File: src/rtl/orv64_typedef_pkg.sv
// Shared orv64 ITB types: trace record layout, write address and capture state.
// Record bits [60:39] carry a cycle stamp only when ORV64_ITB_TIMESTAMP_EN is defined.
package orv64_typedef_pkg;

   localparam int ORV64_ITB_ADDR_W = 8;
   localparam int ORV64_ITB_PC_W   = 39;
   localparam int ORV64_ITB_TS_W   = 22;

   localparam int ORV64_ITB_TRAP_BIT  = 63;
   localparam int ORV64_ITB_TAKEN_BIT = 62;
   localparam int ORV64_ITB_BR_BIT    = 61;
   localparam int ORV64_ITB_TS_LSB    = 39;
   localparam int ORV64_ITB_PC_LSB    = 0;

   typedef struct packed {
      logic                      trap;
      logic                      taken;
      logic                      is_br;
      logic [ORV64_ITB_TS_W-1:0] ts;
      logic [ORV64_ITB_PC_W-1:0] pc;
   } orv64_itb_data_t;

   typedef logic [ORV64_ITB_ADDR_W-1:0] orv64_itb_addr_t;

   typedef enum logic [1:0] {
      ITB_IDLE   = 2'd0,
      ITB_ARMED  = 2'd1,
      ITB_POST   = 2'd2,
      ITB_FROZEN = 2'd3
   } orv64_itb_state_e;

endpackage

File: src/rtl/orv64_itb_ctrl_if.sv
// Retire/config/ITB-port bundle of the ITB capture controller.
// master: core + CSR side; slave: the capture controller.
interface orv64_itb_ctrl_if
   import orv64_typedef_pkg::*;
#(
   parameter int ADDR_W = 8,
   parameter int PC_W   = 39,
   parameter int DROP_W = 16
) ();

   logic              retire_valid;
   logic [PC_W-1:0]   retire_pc;
   logic              retire_is_br;
   logic              retire_taken;
   logic              retire_trap;
   logic              dbg_en;
   logic              cfg_itb_en;
   logic              cfg_itb_sel;
   logic              cfg_itb_clr;
   logic              cfg_trig_en;
   logic [PC_W-1:0]   cfg_trig_pc;
   logic [ADDR_W-1:0] cfg_post_cnt;

   logic              itb_en;
   orv64_itb_data_t   itb_data;
   logic [ADDR_W-1:0] itb_addr;
   logic [ADDR_W-1:0] itb_wptr;
   logic              itb_wrapped;
   orv64_itb_state_e  itb_state;
   logic [DROP_W-1:0] itb_drop_cnt;

   modport master (
      output retire_valid, retire_pc, retire_is_br,
      output retire_taken, retire_trap, dbg_en,
      output cfg_itb_en, cfg_itb_sel, cfg_itb_clr,
      output cfg_trig_en, cfg_trig_pc, cfg_post_cnt,
      input  itb_en, itb_data, itb_addr, itb_wptr,
      input  itb_wrapped, itb_state, itb_drop_cnt
   );

   modport slave (
      input  retire_valid, retire_pc, retire_is_br,
      input  retire_taken, retire_trap, dbg_en,
      input  cfg_itb_en, cfg_itb_sel, cfg_itb_clr,
      input  cfg_trig_en, cfg_trig_pc, cfg_post_cnt,
      output itb_en, itb_data, itb_addr, itb_wptr,
      output itb_wrapped, itb_state, itb_drop_cnt
   );

endinterface

File: src/rtl/orv64_itb_rec_fmt.sv
// Retire filter and trace-record packer for the ITB (purely combinational).
module orv64_itb_rec_fmt
   import orv64_typedef_pkg::*;
#(
   parameter int PC_W = 39
) (
   input  logic                      valid,
   input  logic [PC_W-1:0]           pc,
   input  logic                      is_br,
   input  logic                      taken,
   input  logic                      trap,
   input  logic                      sel,
   input  logic [ORV64_ITB_TS_W-1:0] ts,
   output logic                      qual,
   output orv64_itb_data_t           rec
);

   logic xfer;

   always_comb begin
      xfer = sel ? (is_br & taken) : is_br;
      qual = valid & (xfer | trap);
   end

   always_comb begin
      rec       = '0;
      rec.trap  = trap;
      rec.taken = taken;
      rec.is_br = is_br;
      rec.ts    = ts;
      rec.pc    = pc;
   end

endmodule

File: src/rtl/orv64_itb_ctrl.sv
// ITB capture controller: arm/trigger/post/freeze FSM, circular write pointer, drop count.
// Optional ORV64_ITB_TIMESTAMP_EN: free-running 22-bit cycle stamp in each record.
module orv64_itb_ctrl
   import orv64_typedef_pkg::*;
#(
   parameter int ADDR_W = 8,
   parameter int PC_W   = 39,
   parameter int DROP_W = 16
) (
   input logic             clk,
   input logic             rst,
   orv64_itb_ctrl_if.slave bus
);

   orv64_itb_state_e  state_q, state_d;
   logic [ADDR_W-1:0] wptr_q, wptr_d;
   logic              wrapped_q, wrapped_d;
   logic [DROP_W-1:0] drop_q, drop_d;
   logic [ADDR_W-1:0] post_q, post_d;
   logic              en_q, en_d;
   logic              itb_en_q, itb_en_d;
   orv64_itb_data_t   itb_data_q, itb_data_d;
   logic [ADDR_W-1:0] itb_addr_q, itb_addr_d;

   logic [ORV64_ITB_TS_W-1:0] ts;
   logic                      qual;
   orv64_itb_data_t           rec_data;

`ifdef ORV64_ITB_TIMESTAMP_EN
   logic [ORV64_ITB_TS_W-1:0] ts_q, ts_d;

   always_comb ts_d = ts_q + 1'b1;

   always_ff @(posedge clk or posedge rst) begin
      if (rst) ts_q <= '0;
      else     ts_q <= ts_d;
   end

   assign ts = ts_q;
`else
   assign ts = '0;
`endif

   orv64_itb_rec_fmt #(
      .PC_W (PC_W)
   ) u_fmt (
      .valid (bus.retire_valid),
      .pc    (bus.retire_pc),
      .is_br (bus.retire_is_br),
      .taken (bus.retire_taken),
      .trap  (bus.retire_trap),
      .sel   (bus.cfg_itb_sel),
      .ts    (ts),
      .qual  (qual),
      .rec   (rec_data)
   );

   logic en_rise;
   logic capturing;
   logic trig_hit;
   logic rec;
   logic wr;
   logic drop;

   always_comb begin
      en_rise   = bus.cfg_itb_en & ~en_q;
      capturing = (state_q == ITB_ARMED) | (state_q == ITB_POST);
      trig_hit  = (state_q == ITB_ARMED) & bus.retire_valid &
                  bus.cfg_trig_en &
                  (bus.retire_pc == bus.cfg_trig_pc);
      rec       = capturing & (qual | trig_hit);
      wr        = rec & ~bus.dbg_en;
      drop      = rec & bus.dbg_en;
   end

   always_comb begin
      state_d    = state_q;
      wptr_d     = wptr_q;
      wrapped_d  = wrapped_q;
      drop_d     = drop_q;
      post_d     = post_q;
      en_d       = bus.cfg_itb_en;
      itb_en_d   = 1'b0;
      itb_data_d = itb_data_q;
      itb_addr_d = itb_addr_q;

      if (bus.cfg_itb_clr) begin
         wptr_d    = '0;
         wrapped_d = 1'b0;
         drop_d    = '0;
         post_d    = '0;
         state_d   = bus.cfg_itb_en ? ITB_ARMED : ITB_IDLE;
      end else if (!bus.cfg_itb_en) begin
         state_d = ITB_IDLE;
      end else if (en_rise) begin
         state_d   = ITB_ARMED;
         wptr_d    = '0;
         wrapped_d = 1'b0;
      end else if (capturing) begin
         if (wr) begin
            itb_en_d   = 1'b1;
            itb_data_d = rec_data;
            itb_addr_d = wptr_q;
            wptr_d     = wptr_q + 1'b1;
            if (&wptr_q) wrapped_d = 1'b1;
         end
         if (drop && !(&drop_q)) drop_d = drop_q + 1'b1;
         // A written trigger record is the first of the post-trigger records.
         if (trig_hit) begin
            if (wr && bus.cfg_post_cnt == '0) begin
               state_d = ITB_FROZEN;
            end else begin
               state_d = ITB_POST;
               post_d  = wr ? bus.cfg_post_cnt - 1'b1 : bus.cfg_post_cnt;
            end
         end else if (state_q == ITB_POST && wr) begin
            if (post_q == '0) state_d = ITB_FROZEN;
            else              post_d  = post_q - 1'b1;
         end
      end
   end

   // en_q resets high so a level already asserted through reset is not a rise.
   always_ff @(posedge clk or posedge rst) begin
      if (rst) begin
         state_q    <= ITB_IDLE;
         wptr_q     <= '0;
         wrapped_q  <= 1'b0;
         drop_q     <= '0;
         post_q     <= '0;
         en_q       <= 1'b1;
         itb_en_q   <= 1'b0;
         itb_data_q <= '0;
         itb_addr_q <= '0;
      end else begin
         state_q    <= state_d;
         wptr_q     <= wptr_d;
         wrapped_q  <= wrapped_d;
         drop_q     <= drop_d;
         post_q     <= post_d;
         en_q       <= en_d;
         itb_en_q   <= itb_en_d;
         itb_data_q <= itb_data_d;
         itb_addr_q <= itb_addr_d;
      end
   end

   assign bus.itb_en       = itb_en_q;
   assign bus.itb_data     = itb_data_q;
   assign bus.itb_addr     = itb_addr_q;
   assign bus.itb_wptr     = wptr_q;
   assign bus.itb_wrapped  = wrapped_q;
   assign bus.itb_state    = state_q;
   assign bus.itb_drop_cnt = drop_q;

endmodule
File: src/flat_wrapper.sv
// flat-port wrapper written by rule: the top's interface ports become plain ports
module orv64_itb_ctrl_flat import orv64_typedef_pkg::*;
#(
   parameter int ADDR_W = 8,
   parameter int PC_W   = 39,
   parameter int DROP_W = 16
)
  (clk, rst, bus_retire_valid, bus_retire_pc, bus_retire_is_br, bus_retire_taken, bus_retire_trap, bus_dbg_en, bus_cfg_itb_en, bus_cfg_itb_sel, bus_cfg_itb_clr, bus_cfg_trig_en, bus_cfg_trig_pc, bus_cfg_post_cnt, bus_itb_en, bus_itb_data, bus_itb_addr, bus_itb_wptr, bus_itb_wrapped, bus_itb_state, bus_itb_drop_cnt);
  orv64_itb_ctrl_if #(.ADDR_W(ADDR_W), .PC_W(PC_W), .DROP_W(DROP_W)) bus_i ();
  input logic clk;
  input logic rst;
  input wire logic [$bits(bus_i.retire_valid)-1:0] bus_retire_valid;
  input wire logic [$bits(bus_i.retire_pc)-1:0] bus_retire_pc;
  input wire logic [$bits(bus_i.retire_is_br)-1:0] bus_retire_is_br;
  input wire logic [$bits(bus_i.retire_taken)-1:0] bus_retire_taken;
  input wire logic [$bits(bus_i.retire_trap)-1:0] bus_retire_trap;
  input wire logic [$bits(bus_i.dbg_en)-1:0] bus_dbg_en;
  input wire logic [$bits(bus_i.cfg_itb_en)-1:0] bus_cfg_itb_en;
  input wire logic [$bits(bus_i.cfg_itb_sel)-1:0] bus_cfg_itb_sel;
  input wire logic [$bits(bus_i.cfg_itb_clr)-1:0] bus_cfg_itb_clr;
  input wire logic [$bits(bus_i.cfg_trig_en)-1:0] bus_cfg_trig_en;
  input wire logic [$bits(bus_i.cfg_trig_pc)-1:0] bus_cfg_trig_pc;
  input wire logic [$bits(bus_i.cfg_post_cnt)-1:0] bus_cfg_post_cnt;
  output wire logic [$bits(bus_i.itb_en)-1:0] bus_itb_en;
  output wire logic [$bits(bus_i.itb_data)-1:0] bus_itb_data;
  output wire logic [$bits(bus_i.itb_addr)-1:0] bus_itb_addr;
  output wire logic [$bits(bus_i.itb_wptr)-1:0] bus_itb_wptr;
  output wire logic [$bits(bus_i.itb_wrapped)-1:0] bus_itb_wrapped;
  output wire logic [$bits(bus_i.itb_state)-1:0] bus_itb_state;
  output wire logic [$bits(bus_i.itb_drop_cnt)-1:0] bus_itb_drop_cnt;
  assign bus_i.retire_valid = bus_retire_valid;
  assign bus_i.retire_pc = bus_retire_pc;
  assign bus_i.retire_is_br = bus_retire_is_br;
  assign bus_i.retire_taken = bus_retire_taken;
  assign bus_i.retire_trap = bus_retire_trap;
  assign bus_i.dbg_en = bus_dbg_en;
  assign bus_i.cfg_itb_en = bus_cfg_itb_en;
  assign bus_i.cfg_itb_sel = bus_cfg_itb_sel;
  assign bus_i.cfg_itb_clr = bus_cfg_itb_clr;
  assign bus_i.cfg_trig_en = bus_cfg_trig_en;
  assign bus_i.cfg_trig_pc = bus_cfg_trig_pc;
  assign bus_i.cfg_post_cnt = bus_cfg_post_cnt;
  assign bus_itb_en = bus_i.itb_en;
  assign bus_itb_data = bus_i.itb_data;
  assign bus_itb_addr = bus_i.itb_addr;
  assign bus_itb_wptr = bus_i.itb_wptr;
  assign bus_itb_wrapped = bus_i.itb_wrapped;
  assign bus_itb_state = bus_i.itb_state;
  assign bus_itb_drop_cnt = bus_i.itb_drop_cnt;
  orv64_itb_ctrl #(.ADDR_W(ADDR_W), .PC_W(PC_W), .DROP_W(DROP_W)) u_core (.clk(clk), .rst(rst), .bus(bus_i));
endmodule
File: config.mk
export PLATFORM = sky130hd
export DESIGN_NAME = orv64_itb_ctrl_flat
export DESIGN_NICKNAME = d
export VERILOG_FILES = /design/src/rtl/orv64_typedef_pkg.sv /design/src/rtl/orv64_itb_ctrl_if.sv /design/src/rtl/orv64_itb_rec_fmt.sv /design/src/rtl/orv64_itb_ctrl.sv /design/src/flat_wrapper.sv
export SDC_FILE = /design/constraint.sdc
export NUM_CORES = 1
export LEC_CHECK = 0
export BUFFER_PORTS_ARGS = -buffer_cell sky130_fd_sc_hd__buf_4
export CAP_MARGIN = 20
export CORE_UTILIZATION = 50
export CTS_CLUSTER_DIAMETER = 200
export DETAILED_ROUTE_END_ITERATION = 10
export GPL_TIMING_DRIVEN = 0
export PLACE_DENSITY = 0.92
export SETUP_SLACK_MARGIN = 0.3
export SLEW_MARGIN = 20
export SYNTH_ARGS = -nofsm -noshare
export SYNTH_HDL_FRONTEND = slang
export SYNTH_SLANG_ARGS = --single-unit
File: constraint.sdc
create_clock -name clk -period 3.4 [get_ports clk]
set_input_delay 0.68 -clock clk [delete_from_list [all_inputs] [get_ports clk]]
set_output_delay 0.68 -clock clk [all_outputs]
set_load 0.005 [all_outputs]
# After elaboration in Yosys (flattened, before gate mapping)
# Cells that the tools add are included.
totals:
  ff_bits: 87
  inputBits: 97
  out_inout_bits: 100
  wordCells: 102
op_classes:
  addsub: 4
  eq_ne: 9
  muxes: 40
  bitwise_logic: 16
  n_reduce_logical: 21
ops:
  columns: ["operator", "n"]
  rows:
  - ["$mux W8", 14]
  - ["$mux W16", 5]
  - ["$eq A39 B39 Y1", 1]
  - ["$add A16 B1 Y16 const B", 1]
  - ["$logic_not A8 Y1", 2]
  - ["$reduce_and A16 Y1", 1]
  - ["$sub A8 B1 Y8 const B", 2]
  - ["$mux W1", 14]
  - ["$mux W2", 7]
  - ["$reduce_bool A3 Y1", 4]
  - ["$ne A5 B1 Y1 const B", 2]
  - ["$and A1 B1 Y1", 9]
  - ["$add A8 B1 Y8 const B", 1]
  - ["$reduce_and A4 Y1", 2]
  - ["$reduce_and A8 Y1", 1]
  - ["$reduce_and A3 Y1", 2]
  - ["$reduce_and A6 Y1", 1]
  - ["$reduce_bool A2 Y1", 3]
  - ["$reduce_and A5 Y1", 1]
  - ["$ne A4 B1 Y1 const B", 1]
  - ["$not A1 Y1", 4]
  - ["$logic_and A1 B1 Y1", 3]
  - ["$ne A3 B2 Y1 const B", 1]
  - ["$ne A3 B3 Y1 const B", 1]
  - ["5 further kinds", 7]

# Longest topological paths before layout
# Gate-level depths: netlist of run 1.
depth:
  ltp_word: 14
  ltp_mapped: 10
  ltp_nobuf: 8

# Modules after synthesis
# Synthesis of run 1 repeated with hierarchy kept, for this count alone.
hier_totals:
  hier_cells: 529
  hier_area_um2: 5849.4
by_module_without_submodules:
  columns: ["mod", "n_inst", "cells_per_inst", "area_per_inst_um2", "seq_area_each_um2"]
  rows:
  - ["orv64_itb_ctrl", 1, 462, 5355.1, 2728.9]
  - ["orv64_itb_rec_fmt", 1, 67, 494.2, 0.0]

# Worst setup path before layout of run 1
# No wires, ideal clock.
synth_timing:
  path_type: "input -> register"
  startpoint: "input port bus_cfg_trig_pc[7]"
  endpoint: "register u_core.itb_data_q, in the netlist u_core.bus.itb_data[0]"
  setup_ns: 0.125
  arrival_time_ns: 2.724
  required_time_ns: 3.275
  slack_ns: 0.552
  stages: 7
  n_path_buf: 1
  cell_sequence: "xor2_1 > or4_4 > nor4_4 > a31oi_4 > nor2_2 > buf_6 > mux2_2"
synth_between:
  elab_chain_cells: 6
synth_lines:
  columns: ["item", "line", "rtl"]
  rows:
  - ["start: declaration", "flat_wrapper.sv:22", "input wire logic [$bits(bus_i.cfg_trig_pc)-1:0] bus_cfg_trig_pc;"]
  - ["$eq A39 B39 Y1", "orv64_itb_ctrl.sv:70", "(bus.retire_pc == bus.cfg_trig_pc);"]
  - ["$and A1 B1 Y1", "orv64_itb_ctrl.sv:69", "bus.cfg_trig_en &"]
  - ["$or A1 B1 Y1", "orv64_itb_ctrl.sv:71", "rec = capturing & (qual | trig_hit);"]
  - ["$and A1 B1 Y1", "orv64_itb_ctrl.sv:71", null]
  - ["$and A1 B1 Y1", "orv64_itb_ctrl.sv:72", "wr = rec & ~bus.dbg_en;"]
  - ["$reduce_and A5 Y1 (no source line)", null, null]
  - ["end signal: assignment", "orv64_itb_ctrl.sv:143", "itb_data_q <= itb_data_d;"]
  - ["end: declaration", "orv64_itb_ctrl.sv:22", "orv64_itb_data_t itb_data_q, itb_data_d;"]
# Every way passes these cells.
# A chain may end at the register's enable or synchronous reset.

# Worst setup path in the final report of run 1
layout_timing:
  startpoint: "input port bus_cfg_trig_pc[13]"
  endpoint: "register u_core.post_q[5]"
layout_between:
  elab_chain_cells: 12
  word_cells_on_any_way: 18
  cone_classes: "eq/ne (3); mux (7); bitwise (4); reduce/logical (4)"
layout_lines:
  columns: ["item", "line", "rtl"]
  rows:
  - ["$eq A39 B39 Y1 *", "orv64_itb_ctrl.sv:70", null]
  - ["$and A1 B1 Y1 *", "orv64_itb_ctrl.sv:69", null]
  - ["$or A1 B1 Y1", "orv64_itb_ctrl.sv:71", null]
  - ["$and A1 B1 Y1", "orv64_itb_ctrl.sv:71", null]
  - ["$and A1 B1 Y1", "orv64_itb_ctrl.sv:72", null]
  - ["$mux W8", "orv64_itb_ctrl.sv:114", "post_d = wr ? bus.cfg_post_cnt - 1'b1 : bus.cfg_post_cnt;"]
  - ["$mux W8", "orv64_itb_ctrl.sv:110", "if (wr && bus.cfg_post_cnt == '0) begin"]
  - ["$mux W8", "orv64_itb_ctrl.sv:109", "if (trig_hit) begin"]
  - ["$mux W8", "orv64_itb_ctrl.sv:99", "end else if (capturing) begin"]
  - ["$mux W8", "orv64_itb_ctrl.sv:95", "end else if (en_rise) begin"]
  - ["$mux W8", "orv64_itb_ctrl.sv:93", "end else if (!bus.cfg_itb_en) begin"]
  - ["$mux W8", "orv64_itb_ctrl.sv:87", "if (bus.cfg_itb_clr) begin"]
  - ["end signal: assignment", "orv64_itb_ctrl.sv:140", "post_q <= post_d;"]
  - ["end: declaration", "orv64_itb_ctrl.sv:19", "logic [ADDR_W-1:0] post_q, post_d;"]
# Every way passes the cells marked *; elsewhere a longest branch is shown, timed or not. The select of a mux whose other input is x is not followed.

==> results of run 1 <==
-- worst max-delay path, delay by kind of cell --
family	cells	cell delay, ns
compound gates	1	0.15
xor+xnor	1	0.43
buf+inv	2	0.51
mux	1	0.39
simple gates	3	1.04
-- cell families (layout without fill, tap and decap cells) --
logic type	Yosys count	after routing	synth area share, %
other	1	23	0.0741
flip-flops	87	87	43.1
adder cells (fa/ha/maj)	6	6	1.48
AND/OR/NAND/NOR	166	166	19.2
AO/OA/AOI/OAI	62	62	8.46
multiplexers	58	58	12.9
buffers and inverters	54	245	6.53
XOR/XNOR	48	48	8.31
-- layout by cell type, fill, tap and decap left out, types with 3 or more instances in the layout --
cell and count:
buf_4 196, dfrtp_1 86, mux2_2 57, xnor2_1 30
nor2_1 26, nand4_1 23, nand2_1 23, a21oi_1 22
conb_1 22, xor2_1 18, nand3_1 18, nor4_1 15
inv_1 14, clkbuf_1 14, or4_1 11, clkbuf_8 11
o31ai_1 9, or3_1 7, nor2b_1 6, and3_1 6
buf_6 6, and4_1 5, o21ai_0 5, ha_1 5
nor3_1 4, nand4b_1 3, o211ai_1 3, a31oi_1 3
a311oi_1 3
-- layout make-up --
type | count | area (sq um)
fillers | 701 | 2920
multi-input cells | 362 | 2660
flip-flops and latches | 87 | 2180
repair buffers | 175 | 1330
plain buffers | 39 | 274
well taps | 133 | 166
clock buffers | 14 | 163
inverters | 15 | 58.8
clock inverters | 2 | 15.0
diodes | 1 | 2.50
-- power by group --
group / internal [mW] / leakage [nW] / switching (mW)
Sequential: 1.12 / 1.18 / 0.0489
Combinational: 0.296 / 1.94 / 0.227
Clock: 0.307 / 0.0829 / 0.382
-- final timing paths --
path | startpoint | endpoint | slack [ns] | depth (start not counted)
min reg2reg | u_core.bus.itb_wrapped$_DFFE_PP0P_ | u_core.bus.itb_wrapped$_DFFE_PP0P_ | 0.51 | 1
min in group clk | bus_cfg_itb_en | u_core.en_q$_DFF_PP1_ | 0.47 | 1
max | bus_cfg_trig_pc[13] | u_core.post_q[5]$_DFFE_PP0P_ | 0.47 | 8
min | rst | u_core.bus.itb_wptr[2]$_DFFE_PP0P_ | 0.34 | 2
max reg2reg | u_core.bus.itb_state[0]$_DFFE_PP0P_ | u_core.post_q[4]$_DFFE_PP0P_ | 0.47 | 9
max in group asynchronous | rst | u_core.bus.itb_data[18]$_DFFE_PP0P_ | 2.43 | 3
-- flip-flops by register name, indices dropped and copies added (netlist names) --
name	flops
u_core.bus.itb_wrapped	1
u_core.bus.itb_drop_cnt	16
u_core.bus.itb_wptr	8
u_core.bus.itb_addr	8
u_core.bus.itb_data	42
u_core.bus.itb_state	2
u_core.post_q	8
u_core.bus.itb_en	1
u_core.en_q	1
-- timing repair --
item	in CTS	in global routing
endpoints found under the setup margin	51	38
endpoints found under the hold margin	0	0
resized for setup	2	4
-- routing by layer --
layer  part of all wire [%]  vias to the layer above
met1                     38                     2267
met3                    8.8                       42
met2                     50                      258
met4                    3.4                        0
li1                       -                     2154
met5                      0                        -
==> run_results.csv, run 1 <==
group,metric,value,unit
status,status,"complete, no violations",
cts,clock-sinks,87,
setup_path,cp-end-kind,"flop",
setup_path,cp.required,3.69,ns
power,ir_drop,0.000240,V
cts,cts_tree,"built",
cts,clk_latency,0.37,ns
yosys,syn_area,5060,sq um
global_routing,gr-usage-met1,36.0,%
finish,final_util,70.1,%
yosys,ys_ff_latch,87,
timing,period_needed,2.93,ns
global_routing,antenna_found_initial,1,
routing,routedWlPerCell,18.7,um
yosys,syn_avg_cell_area,10.5,sq um
timing,final-setup-viol-count,0,
cts,h-tree-depth,3,
setup_path,critical_path_class,"in2reg",
cts,clk_pin_slew,0.10,ns
yosys,synth_top_cells_by_count,"dfrtp_1 (86), mux2_2 (57), xnor2_1 (30)",
timing,holdWs,0.337,ns
yosys,ys_types,54,
finish,syn_to_final_growth,35.5,%
yosys,synth_most_common_cell,"dfrtp_1",
placed_design,placed_area,6640,sq um
global_routing,grt_use_met2,52.1,%
global_routing,busiest_layer,"met2",
yosys,yosys.area.top_type,"dfrtp_1",
yosys,synth.area.top_cells,"dfrtp_1 (43%), mux2_2 (13%), xnor2_1 (5.2%)",
cts,postCtsSetupRepairBufs,0,
die,start_util,51.7,%
routing,drt_iter0_markers,319,
global_routing,gr-usage-all-layers,30.6,%
timing,worst_slew_margin_rel,57.3,%
finish,fin_cells,828,
yosys,synth_edf_count,0,
routing,drc,0,
timing,fmaxAchievable,341,MHz
cts,cts_hold_buffers,0,
timing,maxSlewViolCount,0,
cts,clock-root-buffer,"clkbuf_8",
yosys,ys.flop_type,"dfrtp_1",
worst_hold_path,hp-class,"in2async",
placed_design,dpl.hpwl,12100,um
global_routing,gr-usage-met3,8.68,%
global_routing,grt_max_degree,52,
placed_design,portBuffers,174,
routing,routed_wl,15400,um
setup_path,cp_max_fo,10,
timing,fin_setup_tns,0,ns
finish,num-nets-final,792,
yosys,ys_seq_area_share,43.1,%
placed_design,dp.cells,811,
setup_path,slowest_delay,0.57,ns
yosys,ys_warn_count,0,
global_routing,grt_pass1_vias,4788,
timing,fin_worst_skew,0.0128,ns
timing,tightest_slew,0.635,ns
placed_design,gp_congestion,0.871,
die,io_pins,197,
power,p_per_area,347,nW/um^2
setup_path,path_cells,"buf_4 > xnor2_1 > nand4_1 > nor4_1 > and3_1 > clkbuf_1 > mux2_2 > a21oi_1",
yosys,syn_inst,482,
timing,fin_ws,0.469,ns
finish,final_area,6850,sq um
finish,drive_gt1_share,41.5,%
global_routing,grt_remaining_overflow,0,
routing,firstDrtPassIters,7,
routing,vias,4721,
timing,final-hold-violation-count,0,
power,leakage,3.20,nW
routing,avgViaCountPerCell,5.70,
timing,rsz0062_at_grt,"false",
cts,clk_path_buf_depth,2,
routing,antenna_left,0,
global_routing,grt_pass1_wl,24200,um
setup_path,crit_path_start_kind,"input pin",
timing,fin_crit_sh,86.2,%
yosys,synthArstFlopShare,100,%
die,placementRows,36,
setup_path,critical_path_arrival,3.22,ns
die,die_w,103,um
power,power,2.38,mW
die,dieArea,10500,sq um
setup_path,slowest_stage,"nor4_1",
die,die_h,103,um
cts,numCtsBuffers,9,
run,maxCapViolations,0,
yosys,synth_top_cell_area_share,42.6,%
die,fp.coreArea,9770,sq um
placed_design,pre_cts_slack,-0.160,ns
Power figures use the tool's default switching activity.
==> run 2, diff against run 1 <==
Settings changed: CORE_UTILIZATION 50 to 45, PLACE_DENSITY 0.92 to 0.85.
==> run 2 against run 1 <==
Net effect:
- combinational power barely moved
- sequential power hardly changed
- critical endpoint is now u_core.bus.itb_data[4]$_DFFE_PP0P_
- critical path depth is 1 higher
- design area increased by 0.46%
- largest cell class unchanged
- setup slack worse by 0.11 ns
- clock skew fell by 0.0017 ns
==> run_results.csv, run 2 (synthesis results as in run 1) <==
group,metric,value,unit
timing,fin_crit_sh,89.5,%
routing,antenna_left,0,
global_routing,gr-usage-all-layers,27.4,%
placed_design,placed_area,6650,sq um
cts,cts_tree,"built",
placed_design,gp_congestion,0.874,
timing,worst_slew_margin_rel,56.4,%
setup_path,cp_max_fo,10,
setup_path,slowest_stage,"or4_1",
cts,clk_pin_slew,0.09,ns
finish,n_antenna_cell,0,
timing,fin_setup_tns,0,ns
timing,final-setup-viol-count,0,
finish,n_fill_cell,867,
routing,avgViaCountPerCell,5.63,
global_routing,grt_remaining_overflow,0,
routing,highest_layer,"met4",
placed_design,portBuffers,174,
cts,clk_latency,0.37,ns
routing,drc,0,
power,ir_drop,0.000260,V
setup_path,slowest_delay,0.55,ns
routing,met2_length,7720,um
global_routing,grt_pass1_vias,4845,
routing,routedWlPerCell,18.6,um
cts,h-tree-depth,3,
global_routing,grt_pass1_wl,24400,um
timing,period_needed,3.04,ns
power,p_per_area,359,nW/um^2
finish,num-nets-final,792,
timing,tightest_slew,0.648,ns
run,maxCapViolations,0,
setup_path,cp-end-kind,"flop",
die,die_w,108,um
die,dieArea,11700,sq um
global_routing,antenna_found_initial,0,
finish,largest_reg_flops,42,
timing,rsz0062_at_grt,"false",
die,start_util,46.4,%
finish,syn_to_final_growth,36.1,%
finish,drive_gt1_share,41.5,%
cts,numCtsBuffers,9,
timing,fin_worst_skew,0.0111,ns
setup_path,cp.required,3.64,ns
setup_path,path_cells,"inv_1 > ha_1 > nand3_1 > or4_1 > nor2_1 > a31oi_4 > nor2_2 > buf_6 > mux2_2",
status,status,"complete, no violations",
finish,final_cell_mix,"buf_4 (196), dfrtp_1 (86), mux2_2 (57)",
setup_path,crit_path_start_kind,"flop",
finish,fin_cells,834,
routing,drt_iter0_markers,291,
die,die_h,108,um
power,leakage,3.22,nW
global_routing,grt_max_degree,49,
worst_hold_path,hp-class,"in2async",
cts,postCtsSetupRepairBufs,0,
setup_path,critical_path_class,"reg2reg",
routing,routed_wl,15500,um
die,placementRows,38,
setup_path,critical_path_arrival,3.29,ns
routing,vias,4694,
timing,fmaxAchievable,329,MHz
timing,final-hold-violation-count,0,
routing,drt-met1-wl,6000,um
routing,met3_wirelength,1300,um
die,fp.coreArea,10900,sq um
cts,clk_path_buf_depth,2,
die,io_pins,197,
placed_design,dpl.hpwl,11900,um
finish,final_common_cell,"buf_4",
timing,maxSlewViolCount,0,
power,power,2.47,mW
placed_design,dp.cells,818,
routing,firstDrtPassIters,7,
cts,clock-root-buffer,"clkbuf_8",
finish,final_area,6880,sq um
cts,clock-sinks,87,
## run 2: power by group
part           switching, mW  internal (mW)  total, mW
clock network          0.380          0.401      0.781
registers             0.0488           1.12       1.16
logic                  0.230          0.295      0.525
total                  0.659           1.81       2.47
## run 2: repair_timing
item | CTS | global route
resized for setup | 2 | 2
gates cloned | 0 | 0
endpoints found under the setup margin | 52 | 3
hold buffers | 0 | 0
## run 2: worst paths after layout
path,start,end,slack [ns],cells past startpoint
hold / removal,rst,u_core.bus.itb_wptr[2]$_DFFE_PP0P_,0.37,2
min in group clk,bus_cfg_itb_en,u_core.en_q$_DFF_PP1_,0.46,1
setup reg to reg,u_core.bus.itb_state[1]$_DFFE_PP0P_,u_core.bus.itb_data[4]$_DFFE_PP0P_,0.36,9
max in group asynchronous,rst,u_core.bus.itb_data[22]$_DFFE_PP0P_,2.39,3
setup / recovery,u_core.bus.itb_state[1]$_DFFE_PP0P_,u_core.bus.itb_data[4]$_DFFE_PP0P_,0.36,9
hold reg to reg,u_core.bus.itb_wrapped$_DFFE_PP0P_,u_core.bus.itb_wrapped$_DFFE_PP0P_,0.51,1
## run 2: layer usage
layer / vias to the layer above / global-route usage, %
li1: 2150 / -
met1: 2248 / 32.6
met2: 257 / 46.2
met3: 39 / 7.53
met4: 0 / 11.9
met5: - / 0
## run 2: cell type report
cell class	instances	area [sq um]	share of cell area [%]
plain buffers	39	274	3.98
clock buffers	14	173	2.51
clock inverters	2	37.5	0.545
inverters	15	58.8	0.854
multi-input cells	362	2650	38.5
flip-flops and latches	87	2180	31.6
well taps	140	175	2.54
repair buffers	175	1330	19.4
## run 2: critical path: cells and delay by family (launching register included)
kind	cells	cell delay (ns)
DFF	1	0.42
muxes	1	0.37
and+or+nand+nor	4	1.41
adders and majority gates	1	0.14
AOI/OAI and AO/OA	1	0.25
buffers and inverters	2	0.33
## run 2: metrics by stage
stage | util, % | hold WS (ns) | worst slack [ns]
after floorplan | - | 0.488 | 0.471
after global placement | 60.8 | 0.489 | -0.588
after detailed placement | 61.1 | 0.493 | -0.168
after CTS | 63.1 | 0.388 | 0.311
after global routing | 63.2 | 0.409 | 0.283
final | 63.2 | 0.371 | 0.358
==> run 3, diff against run 2 <==
Settings changed: PLACE_DENSITY 0.85 to 0.83, SYNTH_HIERARCHICAL set to 1.
==> run 3 against run 2 <==
Net effect:
- highest routed layer unchanged
- register-to-register slack better by 0.14 ns
- area after synthesis is 16% higher
- setup slack better by 0.049 ns
- hold slack better by 0.055 ns
- design area is 16% higher
- clock skew is 0.00075 ns lower
- sequential cell count is 22 higher
- largest cell class is now registers
- power is 27% higher
- count of clock-buffer cells in the layout is 3 lower
==> run_results.csv, run 3 <==
group,metric,value,unit
status,status,"complete, no violations",
routing,vias,4693,
cts,clk_path_buf_depth,2,
worst_hold_path,hp-class,"in2async",
yosys,synth_edf_count,0,
power,p_comb_share,20.3,%
yosys,syn_avg_cell_area,11.1,sq um
finish,multi_input_area,2610,sq um
yosys,ys.flop_type,"dfrtp_1",
setup_path,cp_max_fo,8,
die,dieArea,13500,sq um
setup_path,slowest_stage,"or4_4",
timing,fin_ws,0.408,ns
yosys,syn_area,5850,sq um
placed_design,pre_cts_slack,-0.424,ns
power,p_per_area,390,nW/um^2
finish,final_area,8010,sq um
cts,clock-root-buffer,"clkbuf_16",
power,net-switching-power,0.795,mW
routing,firstDrtPassIters,5,
setup_path,critPathLaunch,"bus_cfg_trig_pc[38]",
cts,cts_tree,"built",
power,seq_power_share,47.5,%
timing,final-setup-viol-count,0,
setup_path,path_cells,"buf_4 > xnor2_2 > nand4_1 > or4_4 > o31a_1 > buf_6 > o31a_1 > or4_1 > a21oi_1",
global_routing,grt_remaining_overflow,0,
finish,num-nets-final,864,
placed_design,dp.cells,920,
timing,fin_setup_tns,0,ns
setup_path,cp_common_cell,"o31a_1",
finish,n_antenna_cell,0,
die,io_pins,197,
power,clock_power_share,32.2,%
cts,clk_pin_slew,0.08,ns
finish,syn_to_final_growth,36.9,%
yosys,ys_types,51,
power,p_int,2.33,mW
finish,n_fill_cell,1022,
cts,clk_latency,0.36,ns
timing,fin_worst_skew,0.0104,ns
yosys,ys_seq_area_share,46.7,%
yosys,syn_inst,529,
finish,regArea,2730,sq um
finish,largest_reg_flops,64,
cts,cts_hold_buffers,0,
power,power,3.13,mW
finish,final_cell_mix,"buf_4 (267), dfrtp_1 (108), mux2_2 (74)",
global_routing,grt_max_degree,36,
global_routing,grt_pass1_wl,24000,um
setup_path,cp-end-kind,"flop",
routing,routed_wl,15000,um
routing,routedWlPerCell,16.0,um
yosys,ys_ff_latch,109,
yosys,synth_top_cell_area_share,46.2,%
placed_design,gp_congestion,0.853,
die,fp.coreArea,12700,sq um
finish,final_common_cell,"buf_4",
timing,fin_crit_sh,88.0,%
placed_design,dpl.hpwl,11700,um
yosys,yosys.area.top_type,"dfrtp_1",
setup_path,critical-path-top-delay-family,"simple AND/OR/NAND/NOR gates",
timing,rsz0062_at_grt,"false",
timing,fmaxAchievable,334,MHz
yosys,synth.area.top_cells,"dfrtp_1 (46%), mux2_2 (14%), buf_4 (9.1%)",
finish,final_util,63.2,%
setup_path,cp.required,3.69,ns
setup_path,critical_path_arrival,3.28,ns
routing,drt_iter0_markers,231,
global_routing,grt_pass1_vias,4822,
power,leakage,3.93,nW
placed_design,placed_area,7680,sq um
yosys,synth_most_common_cell,"dfrtp_1",
global_routing,antenna_found_initial,0,
yosys,synthArstFlopShare,100,%
cts,numCtsBuffers,9,
setup_path,critPathBufInv,2,
finish,fin_cells,937,
setup_path,timing.rr.start,"u_core/bus.itb_state[1]$_DFFE_PP0P_",
setup_path,slowest_delay,0.62,ns
timing,period_needed,2.99,ns
setup_path,crit_path_start_kind,"input pin",
power,ir_drop,0.000286,V
timing,worst_slew_margin_rel,54.6,%
run,maxCapViolations,0,
setup_path,critical_path_class,"in2reg",
cts,h-tree-depth,3,
routing,antenna_left,0,
die,die_h,116,um
timing,maxSlewViolCount,0,
routing,avgViaCountPerCell,5.01,
timing,final-hold-violation-count,0,
die,placementRows,41,
die,start_util,46.2,%
power,swShare,25.4,%
global_routing,gr-usage-all-layers,23.6,%
die,die_w,116,um
yosys,ys_warn_count,6,
timing,holdWs,0.425,ns
yosys,synth_top_cells_by_count,"dfrtp_1 (108), mux2_2 (74), buf_4 (71)",
cts,clock-sinks,109,
finish,drive_gt1_share,49.0,%
placed_design,portBuffers,195,
routing,drc,0,
timing,tightest_slew,0.680,ns
run 3: changes by cell type in the layout (fill, tap and decap cells not counted), sizes merged, moves of 7 or more:
cell    previous run  this run
buf              203       272
o31ai              9         1
a21oi             22        15
mux2              57        74
xnor2             30        52
xor2              18         6
clkbuf            25        18
dfrtp             86       108
run 3: cell families (layout without fill, tap and decap cells):
group | Yosys count | after routing | share of synthesized area [%]
DFF | 109 | 109 | 46.7
other | 1 | 22 | 0.0641
muxes | 75 | 75 | 14.4
adders and majority gates | 7 | 7 | 1.50
xor gates and xnor gates | 58 | 58 | 8.68
buffers and inverters | 94 | 309 | 10.7
and+or+nand+nor | 138 | 138 | 12.8
AOI/OAI and AO/OA | 47 | 47 | 5.18
run 3: cell type report:
type,count,share of cell area [%]
plain buffers,80,7.26
clock buffers,11,3.03
clock inverters,5,0.422
inverters,14,0.703
multi-input cells,347,32.6
flip-flops and latches,109,34.1
well taps,172,2.69
repair buffers,199,19.2
run 3: worst reg2reg max path, cell delays in order (launching register included):
cell and delay, ns:
dfrtp_1 0.44, inv_1 0.09, ha_1 0.19, nand4_1 0.09
or4_4 0.59, o31a_1 0.33, buf_6 0.14, o31a_1 0.31
or4_1 0.49, a21oi_1 0.16
run 3: final timing paths:
check / to / slack [ns] / cells past startpoint
max in group asynchronous: u_core/bus.itb_data[36]$_DFFE_PP0P_ / 2.22 / 4
min reg2reg: u_core/bus.itb_data[21]$_DFFE_PP0P_ / 0.51 / 1
max: u_core/bus.itb_wptr[7]$_DFFE_PP0P_ / 0.41 / 9
min in group clk: u_core/en_q$_DFF_PP1_ / 0.44 / 1
max reg2reg: u_core/bus.itb_wptr[7]$_DFFE_PP0P_ / 0.50 / 9
min: u_core/bus.itb_drop_cnt[12]$_DFFE_PP0P_ / 0.43 / 2
run 3: what timing repair did:
item / in CTS / in global routing
setup endpoints to repair: 74 / 78
resized for setup: 4 / 5
pin swaps: 0 / 1
setup buffers: 0 / 1
run 3: power by group through the flow:
stage	logic (mW)	registers (mW)	clock network, mW
CTS	0.639	1.49	1.04
global placement	0.609	1.50	0
global route	0.686	1.50	1.08
detailed placement	0.635	1.51	0
finish	0.634	1.49	1.01
floorplan	0.258	1.51	0
run 3: layer usage:
metal	track usage, %	wire length, um	up-vias
met1	27.8	5930	2249
met4	9.74	306	0
met2	40.2	7610	189
li1	-	-	2235
met3	6.85	1160	20
met5	0	0	-
